==> config.mk <==
export PLATFORM = sky130hd
export DESIGN_NAME = sign_mag_arb
export DESIGN_NICKNAME = d
export VERILOG_FILES = /design/src/rtl/sign_mag_pkg.sv /design/src/rtl/sign_mag_add.sv /design/src/rtl/sign_mag_arb.sv
export SDC_FILE = /design/constraint.sdc
export NUM_CORES = 1
export LEC_CHECK = 0
export BUFFER_PORTS_ARGS = -buffer_cell sky130_fd_sc_hd__buf_2
export CAP_MARGIN = 20
export CORE_MARGIN = 3
export CORE_UTILIZATION = 51
export CTS_BUF_LIST = sky130_fd_sc_hd__clkbuf_8 sky130_fd_sc_hd__clkbuf_16
export CTS_CLUSTER_DIAMETER = 30
export DETAILED_ROUTE_END_ITERATION = 8
export PLACE_DENSITY = 0.78
export SYNTH_ARGS = -nofsm -noshare
export SYNTH_HDL_FRONTEND = slang
export SYNTH_HIERARCHICAL = 1
export SYNTH_SLANG_ARGS = --single-unit
==> constraint.sdc <==
create_clock -name clk -period 2.2 [get_ports clk]
set_clock_uncertainty 0.1 [all_clocks]
set_input_delay 0.11 -clock clk [delete_from_list [all_inputs] [get_ports clk]]
set_output_delay 0.11 -clock clk [all_outputs]
set_load 0.05 [all_outputs]
==> src/rtl/sign_mag_pkg.sv <==
// Shared definitions for the sign-magnitude arbiter: FSM state encoding and
// the largest representable magnitude for a given operand width.
package sign_mag_pkg;

    typedef enum logic [1:0] {
        IDLE = 2'd0,
        CALC = 2'd1,
        RESP = 2'd2
    } state_t;

    function automatic int max_mag(input int n);
        return (1 << (n - 1)) - 1;
    endfunction

endpackage

==> src/rtl/sign_mag_add.sv <==
// Combinational sign-magnitude adder (MSB = sign). Magnitude wraps on overflow;
// a zero-magnitude result may carry either sign, so callers normalise it.
module sign_mag_add #(
    parameter int N = 4
) (
    input  logic [N-1:0] a,
    input  logic [N-1:0] b,
    output logic [N-1:0] sum
);
    localparam int M = N - 1;

    logic [M-1:0] mag_a;
    logic [M-1:0] mag_b;
    logic [M-1:0] mag_sum;
    logic         sign_a;
    logic         sign_b;
    logic         sign_sum;

    assign sign_a = a[N-1];
    assign sign_b = b[N-1];
    assign mag_a  = a[M-1:0];
    assign mag_b  = b[M-1:0];

    // Unlike signs: subtract the smaller magnitude and keep the larger one's sign.
    always_comb begin
        mag_sum  = '0;
        sign_sum = 1'b0;
        if (sign_a == sign_b) begin
            mag_sum  = mag_a + mag_b;
            sign_sum = sign_a;
        end else if (mag_a >= mag_b) begin
            mag_sum  = mag_a - mag_b;
            sign_sum = sign_a;
        end else begin
            mag_sum  = mag_b - mag_a;
            sign_sum = sign_b;
        end
    end

    assign sum = {sign_sum, mag_sum};

endmodule

==> src/rtl/sign_mag_arb.sv <==
// Two-requester round-robin front end sharing one sign-magnitude adder.
// Define SIGN_MAG_OVF_EN to generate the magnitude-overflow flag on rsp_ovf.
module sign_mag_arb
    import sign_mag_pkg::*;
#(
    parameter int N = 4
) (
    input  logic         clk,
    input  logic         reset_n,
    input  logic         req0_valid,
    input  logic [N-1:0] req0_a,
    input  logic [N-1:0] req0_b,
    output logic         req0_ready,
    input  logic         req1_valid,
    input  logic [N-1:0] req1_a,
    input  logic [N-1:0] req1_b,
    output logic         req1_ready,
    output logic         rsp_valid,
    input  logic         rsp_ready,
    output logic [N-1:0] rsp_sum,
    output logic         rsp_id,
    output logic         rsp_ovf
);
    state_t       state_reg;
    logic         last_grant_reg;
    logic [N-1:0] op_a_reg;
    logic [N-1:0] op_b_reg;
    logic         op_id_reg;
    logic         rsp_valid_reg;
    logic [N-1:0] rsp_sum_reg;
    logic         rsp_id_reg;

    logic [1:0]   req_valid;
    logic [N-1:0] req_a [2];
    logic [N-1:0] req_b [2];
    logic [1:0]   req_ready;
    logic         grant_valid;
    logic         grant_id;
    logic [N-1:0] add_sum;
    logic [N-1:0] norm_sum;

    assign req_valid = {req1_valid, req0_valid};
    assign req_a[0]  = req0_a;
    assign req_a[1]  = req1_a;
    assign req_b[0]  = req0_b;
    assign req_b[1]  = req1_b;

    // Readys are gated by reset_n so nothing is accepted while reset is held.
    always_comb begin
        grant_valid = 1'b0;
        grant_id    = 1'b0;
        if (reset_n && state_reg == IDLE) begin
            if (req_valid == 2'b11) begin
                grant_valid = 1'b1;
                grant_id    = ~last_grant_reg;
            end else if (req_valid[0]) begin
                grant_valid = 1'b1;
                grant_id    = 1'b0;
            end else if (req_valid[1]) begin
                grant_valid = 1'b1;
                grant_id    = 1'b1;
            end
        end
    end

    generate
        for (genvar gi = 0; gi < 2; gi++) begin : g_ready
            assign req_ready[gi] = grant_valid && (grant_id == 1'(gi));
        end
    endgenerate

    assign req0_ready = req_ready[0];
    assign req1_ready = req_ready[1];

    sign_mag_add #(
        .N(N)
    ) u_add (
        .a   (op_a_reg),
        .b   (op_b_reg),
        .sum (add_sum)
    );

    // A zero magnitude is always presented as +0.
    assign norm_sum = (add_sum[N-2:0] == '0) ? '0 : add_sum;

`ifdef SIGN_MAG_OVF_EN
    localparam logic [N-1:0] MAX_MAG = N'(max_mag(N));
    logic [N-1:0] mag_total;
    logic         ovf_calc;
    logic         rsp_ovf_reg;

    assign mag_total = {1'b0, op_a_reg[N-2:0]} + {1'b0, op_b_reg[N-2:0]};
    assign ovf_calc  = (op_a_reg[N-1] == op_b_reg[N-1]) && (mag_total > MAX_MAG);
    assign rsp_ovf   = rsp_ovf_reg;
`else
    assign rsp_ovf   = 1'b0;
`endif

    always_ff @(posedge clk or negedge reset_n) begin
        if (!reset_n) begin
            state_reg      <= IDLE;
            last_grant_reg <= 1'b1;
            op_a_reg       <= '0;
            op_b_reg       <= '0;
            op_id_reg      <= 1'b0;
            rsp_valid_reg  <= 1'b0;
            rsp_sum_reg    <= '0;
            rsp_id_reg     <= 1'b0;
`ifdef SIGN_MAG_OVF_EN
            rsp_ovf_reg    <= 1'b0;
`endif
        end else begin
            case (state_reg)
                IDLE: begin
                    if (grant_valid) begin
                        op_a_reg       <= req_a[grant_id];
                        op_b_reg       <= req_b[grant_id];
                        op_id_reg      <= grant_id;
                        last_grant_reg <= grant_id;
                        state_reg      <= CALC;
                    end
                end
                CALC: begin
                    rsp_sum_reg <= norm_sum;
                    rsp_id_reg  <= op_id_reg;
`ifdef SIGN_MAG_OVF_EN
                    rsp_ovf_reg <= ovf_calc;
`endif
                    state_reg   <= RESP;
                end
                RESP: begin
                    // First RESP cycle raises valid; the result is then held until taken.
                    if (!rsp_valid_reg) begin
                        rsp_valid_reg <= 1'b1;
                    end else if (rsp_ready) begin
                        rsp_valid_reg <= 1'b0;
                        state_reg     <= IDLE;
                    end
                end
                default: state_reg <= IDLE;
            endcase
        end
    end

    assign rsp_valid = rsp_valid_reg;
    assign rsp_sum   = rsp_sum_reg;
    assign rsp_id    = rsp_id_reg;

endmodule

==> impl_results.html <==
<table>
<tr><th>Metric</th><th>Value</th></tr>
<tr><th colspan="2">Worst setup path</th></tr>
<tr><td>Buffers &amp; Inverters on Critical Path</td><td>2</td></tr>
<tr><td>Crit path launch type</td><td>input pin</td></tr>
<tr><td>Worst setup startpoint</td><td>reset_n</td></tr>
<tr><td>Maximum single-stage delay on the critical path</td><td>0.59 ns</td></tr>
<tr><td>Worst setup path endpoint</td><td>op_b_reg[2]$_DFFE_PN0P_</td></tr>
<tr><td>Critical path start-end classification</td><td>input pin to flip-flop</td></tr>
<tr><td>Crit-path leading delay family</td><td>buffers and inverters</td></tr>
<tr><td>Worst path depth</td><td>5</td></tr>
<tr><td>Data required, critical path</td><td>between 2 and 2.5 ns</td></tr>
<tr><td>Reg-to-Reg End</td><td>op_b_reg[2]$_DFFE_PN0P_</td></tr>
<tr><td>WP data arrival</td><td>2.17 ns</td></tr>
<tr><td>Crit Path Max Fanout</td><td>5</td></tr>
<tr><td>Startpoint of the lowest-slack register-to-register path</td><td>state_reg[1]$_DFFE_PN0P_</td></tr>
<tr><td>Crit-path slowest cell</td><td>dlygate4sd3_1</td></tr>
<tr><td>Most used cell, CP</td><td>dlygate4sd3_1</td></tr>
<tr><td>Worst setup EP type</td><td>flip-flop</td></tr>
<tr><td>R2R depth</td><td>4</td></tr>
<tr><td>Crit path cell chain</td><td>dlygate4sd3_1, or3b_4, o21a_1, a221o_1, dlygate4sd3_1</td></tr>
<tr><td>R2R Setup Slk</td><td>roughly 0.11 ns</td></tr>
<tr><th colspan="2">Pwr</th></tr>
<tr><td>Peak supply drop</td><td>approximately 0.85 mV</td></tr>
<tr><td>Combinational Power Share</td><td>about three fifths</td></tr>
<tr><td>Share of power burned in registers</td><td>approximately 28%</td></tr>
<tr><td>Power dissipated by switching net loads</td><td>1.03 mW</td></tr>
<tr><td>Pwr per Cell Area</td><td>1570 nW/um2</td></tr>
<tr><td>Proportion of power drawn by the clock network</td><td>between 10% and 20%</td></tr>
<tr><td>P_int</td><td>1.27 mW</td></tr>
<tr><td>Fraction of power spent switching nets</td><td>44.9%</td></tr>
<tr><td>Leakage Power</td><td>0.719 nW</td></tr>
<tr><th colspan="2">STA</th></tr>
<tr><td>Final setup violation count</td><td>0</td></tr>
<tr><td>Period utilization</td><td>96.8%</td></tr>
<tr><td>Highest Clock Rate</td><td>approximately 470 MHz</td></tr>
<tr><td>Final Critical Period</td><td>2.13 ns</td></tr>
<tr><td>Slew at the pin with the worst max-slew slack</td><td>about 0.54 ns</td></tr>
<tr><td>Max_slew headroom</td><td>63.9%</td></tr>
<tr><td>Final hold violations</td><td>0</td></tr>
<tr><td>Worst slack on hold paths</td><td>0.00750 ns</td></tr>
<tr><td>Slew Limit Fails</td><td>0</td></tr>
<tr><th colspan="2">Clocking</th></tr>
<tr><td>Clock latency at the later pin of the worst-skew pair</td><td>0.25 ns</td></tr>
<tr><td>CTS clk-pin slew, worst paths</td><td>roughly 0.07 ns</td></tr>
<tr><td>Clock tree buffer depth</td><td>2</td></tr>
<tr><td>Number of buffers inserted during clock tree synthesis</td><td>3</td></tr>
<tr><td>Clock tree from TritonCTS</td><td>built</td></tr>
<tr><td>CTS H-Tree Depth</td><td>1</td></tr>
<tr><td>CTS root buffer</td><td>clkbuf_8</td></tr>
<tr><td>Number of clock sinks</td><td>18</td></tr>
<tr><th colspan="2">Global routing</th></tr>
<tr><td>Pin count of the biggest net entering global routing</td><td>19</td></tr>
<tr><td>Number of antenna violations at the first check in global routing</td><td>0</td></tr>
<tr><td>Wire length of the first global-routing pass</td><td>roughly 4200 um</td></tr>
<tr><td>Total overflow reported by the global router</td><td>0</td></tr>
<tr><td>Vias in the first global route</td><td>between 900 and 1000</td></tr>
<tr><td>GR Util All Layers</td><td>21.1%</td></tr>
<tr><th colspan="2">Placed design</th></tr>
<tr><td>Number of placed instances with taps included</td><td>153</td></tr>
<tr><td>Detail Placement HPWL</td><td>approximately 1800 um</td></tr>
<tr><td>Count of input and output buffers</td><td>28</td></tr>
<tr><td>Gp weighted congestion</td><td>around 0.77</td></tr>
<tr><th colspan="2">Synth</th></tr>
<tr><td>Number of flip-flops and latches in the synthesized netlist</td><td>18</td></tr>
<tr><td>Gate count after technology mapping</td><td>100</td></tr>
<tr><td>Post-synthesis async set-or-reset flop share</td><td>100%</td></tr>
<tr><td>Post-synthesis average cell area</td><td>11.1 um2</td></tr>
<tr><td>Cells taking the most area after synthesis</td><td>dfrtp_1, ha_1, mux2_2</td></tr>
<tr><td>Number of synthesized flops with an enable pin</td><td>0</td></tr>
<tr><td>Largest area contributor in the synthesized netlist</td><td>dfrtp_1</td></tr>
<tr><td>Yosys warns</td><td>6</td></tr>
<tr><td>Share of the synthesized area in the top cell type</td><td>38.4%</td></tr>
<tr><td>Distinct cell type count after synthesis</td><td>39</td></tr>
<tr><td>Top FF cell, synth</td><td>dfrtp_1</td></tr>
<tr><td>Post-Synthesis Net Count</td><td>130</td></tr>
<tr><td>Post-synthesis cell area</td><td>1110 um2</td></tr>
<tr><td>Sequential cell area fraction in the yosys report</td><td>40.8%</td></tr>
<tr><th colspan="2">Cells and area</th></tr>
<tr><td>Share of post-route cells with drive strength above 1</td><td>between 30% and 40%</td></tr>
<tr><td>ANT cells</td><td>0</td></tr>
<tr><td>Layout net count</td><td>172</td></tr>
<tr><td>Count of non-filler cells in the finished layout</td><td>168</td></tr>
<tr><td>Area Growth Syn to Fin</td><td>32.3%</td></tr>
<tr><td>Count of fill cells added during filler insertion</td><td>135</td></tr>
<tr><th colspan="2">Drt</th></tr>
<tr><td>Number of design-rule violations left by the first detailed-router iteration</td><td>28</td></tr>
<tr><td>Total wire length after detailed routing</td><td>2660 um</td></tr>
<tr><td>Vias per Instance</td><td>approximately 5.5</td></tr>
<tr><td>Detail Route Antenna Nets</td><td>0</td></tr>
<tr><td>Routed wirelength normalized by instance count</td><td>15.9 um</td></tr>
<tr><td>1st-pass router iterations</td><td>4</td></tr>
<tr><td>Via Count</td><td>924</td></tr>
<tr><td># DRC</td><td>0</td></tr>
<tr><th colspan="2">Floorplan</th></tr>
<tr><td>Core box area</td><td>~2000 um2</td></tr>
<tr><td>Ports</td><td>30</td></tr>
<tr><td>Vertical die dimension</td><td>52.6 um</td></tr>
<tr><td>Cell row count</td><td>16</td></tr>
<tr><td>Horiz. Die Dim</td><td>52.6 um</td></tr>
<tr><td>Die ar.</td><td>2770 um2</td></tr>
<tr><td>Initial core utilization</td><td>55.3%</td></tr>
<tr><th colspan="2">Run status</th></tr>
<tr><td>Run status</td><td>completed</td></tr>
<tr><th colspan="2">Min path</th></tr>
<tr><td>Hold_sp</td><td>req1_a[0]</td></tr>
<tr><td>Type of the tightest min-delay check</td><td>input pin to flip-flop</td></tr>
<tr><th colspan="2">Run</th></tr>
<tr><td>Count of max-cap constraint violations</td><td>0</td></tr>
</table>
[routing by layer]
metal,part of all wire (%),global-route usage [%],vias up,wire length (um)
met1,41,26.6,458,1090
li1,-,-,434,-
met4,2.9,9.36,0,76
met2,53,35.3,24,1410
met3,3.1,3.13,8,82
met5,0,0,-,0
[cell type report]
| type | count | area (um2) | share of cell area [%] |
|---|---|---|---|
| Inverter | 9 | 33.8 | 2.31 |
| Multi-Input combinational cell | 69 | 622 | 42.4 |
| Tap cell | 27 | 33.8 | 2.31 |
| Sequential cell | 18 | 454 | 31.0 |
| Clock buffer | 4 | 55.1 | 3.76 |
| Timing Repair Buffer | 41 | 267 | 18.2 |
[repair_timing]
item | 4_1_cts | 5_1_grt
setup buffers | 0 | 2
endpoints found under the hold margin | 22 | 0
hold buffers | 9 | 0
resized for setup | 0 | 8
setup endpoints to repair | 0 | 4
[per-stage QoR]
stage               instance area, um2  TNS [ns]  util, %  power (mW)  worst slack [ns]
finish                            1470         0     73.2        2.30            0.0700
global route                      1470   -0.0125     73.2        2.48           -0.0125
CTS                               1410         0     70.6        2.18            0.0149
detailed placement                1270         0     63.4        1.87            0.0476
global placement                  1270         0     63.4        1.81             0.114
floorplan                         1110         0        -        1.61             0.175
[synthesized netlist by cell type, types with 2 or more instances]
master    count
fa_1          3
mux2_2        6
nand2b_1      2
a21o_1        2
dfrtp_1      17
nor2_1        2
mux2i_1       2
a21oi_1       3
a221o_1       5
o21ai_0       6
nand2_1       4
o21a_1        5
inv_1         9
nand3b_1      2
and4b_1       2
ha_1          6
buf_4         2
[worst reg2reg max path, delay by kind of cell, from the launching register on]
| family | cells | cell delay [ns] |
|---|---|---|
| AO/OA/AOI/OAI | 2 | 0.45 |
| buffers and inverters | 1 | 0.55 |
| flip-flops | 1 | 0.41 |
| AND/OR/NAND/NOR | 1 | 0.47 |
[worst min path at each step]
stage | to | slack [ns] | cells past startpoint
final | op_a_reg[0]$_DFFE_PN0P_ | 0.007 | 2
after global routing | op_a_reg[0]$_DFFE_PN0P_ | 0.01 | 2
after CTS | op_a_reg[0]$_DFFE_PN0P_ | 0.006 | 2
after detailed placement | rsp_sum[0]$_DFFE_PN0N_ | -0.002 | 2
after global placement | rsp_sum[0]$_DFFE_PN0N_ | -0.01 | 2
after floorplan | op_a_reg[0]$_DFFE_PN0P_ | -0.29 | 0
[logic make-up after synthesis]
group	Yosys count	share of synthesized area (%)
DFF	18	40.8
buffers and inverters	14	6.21
and+or+nand+nor	19	11.6
adders and majority gates	9	12.2
other	1	0.339
AOI/OAI and AO/OA	30	20.1
xor gates and xnor gates	1	0.791
muxes	8	7.91
[placed cells by master, fill, tap and decap left out, types with 5 or more instances in the layout]
| cell | n |
|---|---|
| mux2_2 | 6 |
| buf_2 | 27 |
| o21a_1 | 5 |
| o21ai_0 | 6 |
| dlygate4sd3_1 | 9 |
| a221o_1 | 5 |
| ha_1 | 5 |
| inv_1 | 9 |
| dfrtp_1 | 15 |
[power groups by stage]
stage	clock, mW	sequential (mW)	combinational (mW)
floorplan	0	0.792	0.817
global placement	0	0.623	1.19
detailed placement	0	0.636	1.24
CTS	0.272	0.629	1.28
global route	0.287	0.661	1.53
finish	0.274	0.638	1.39
Power figures use the tool's default switching activity.
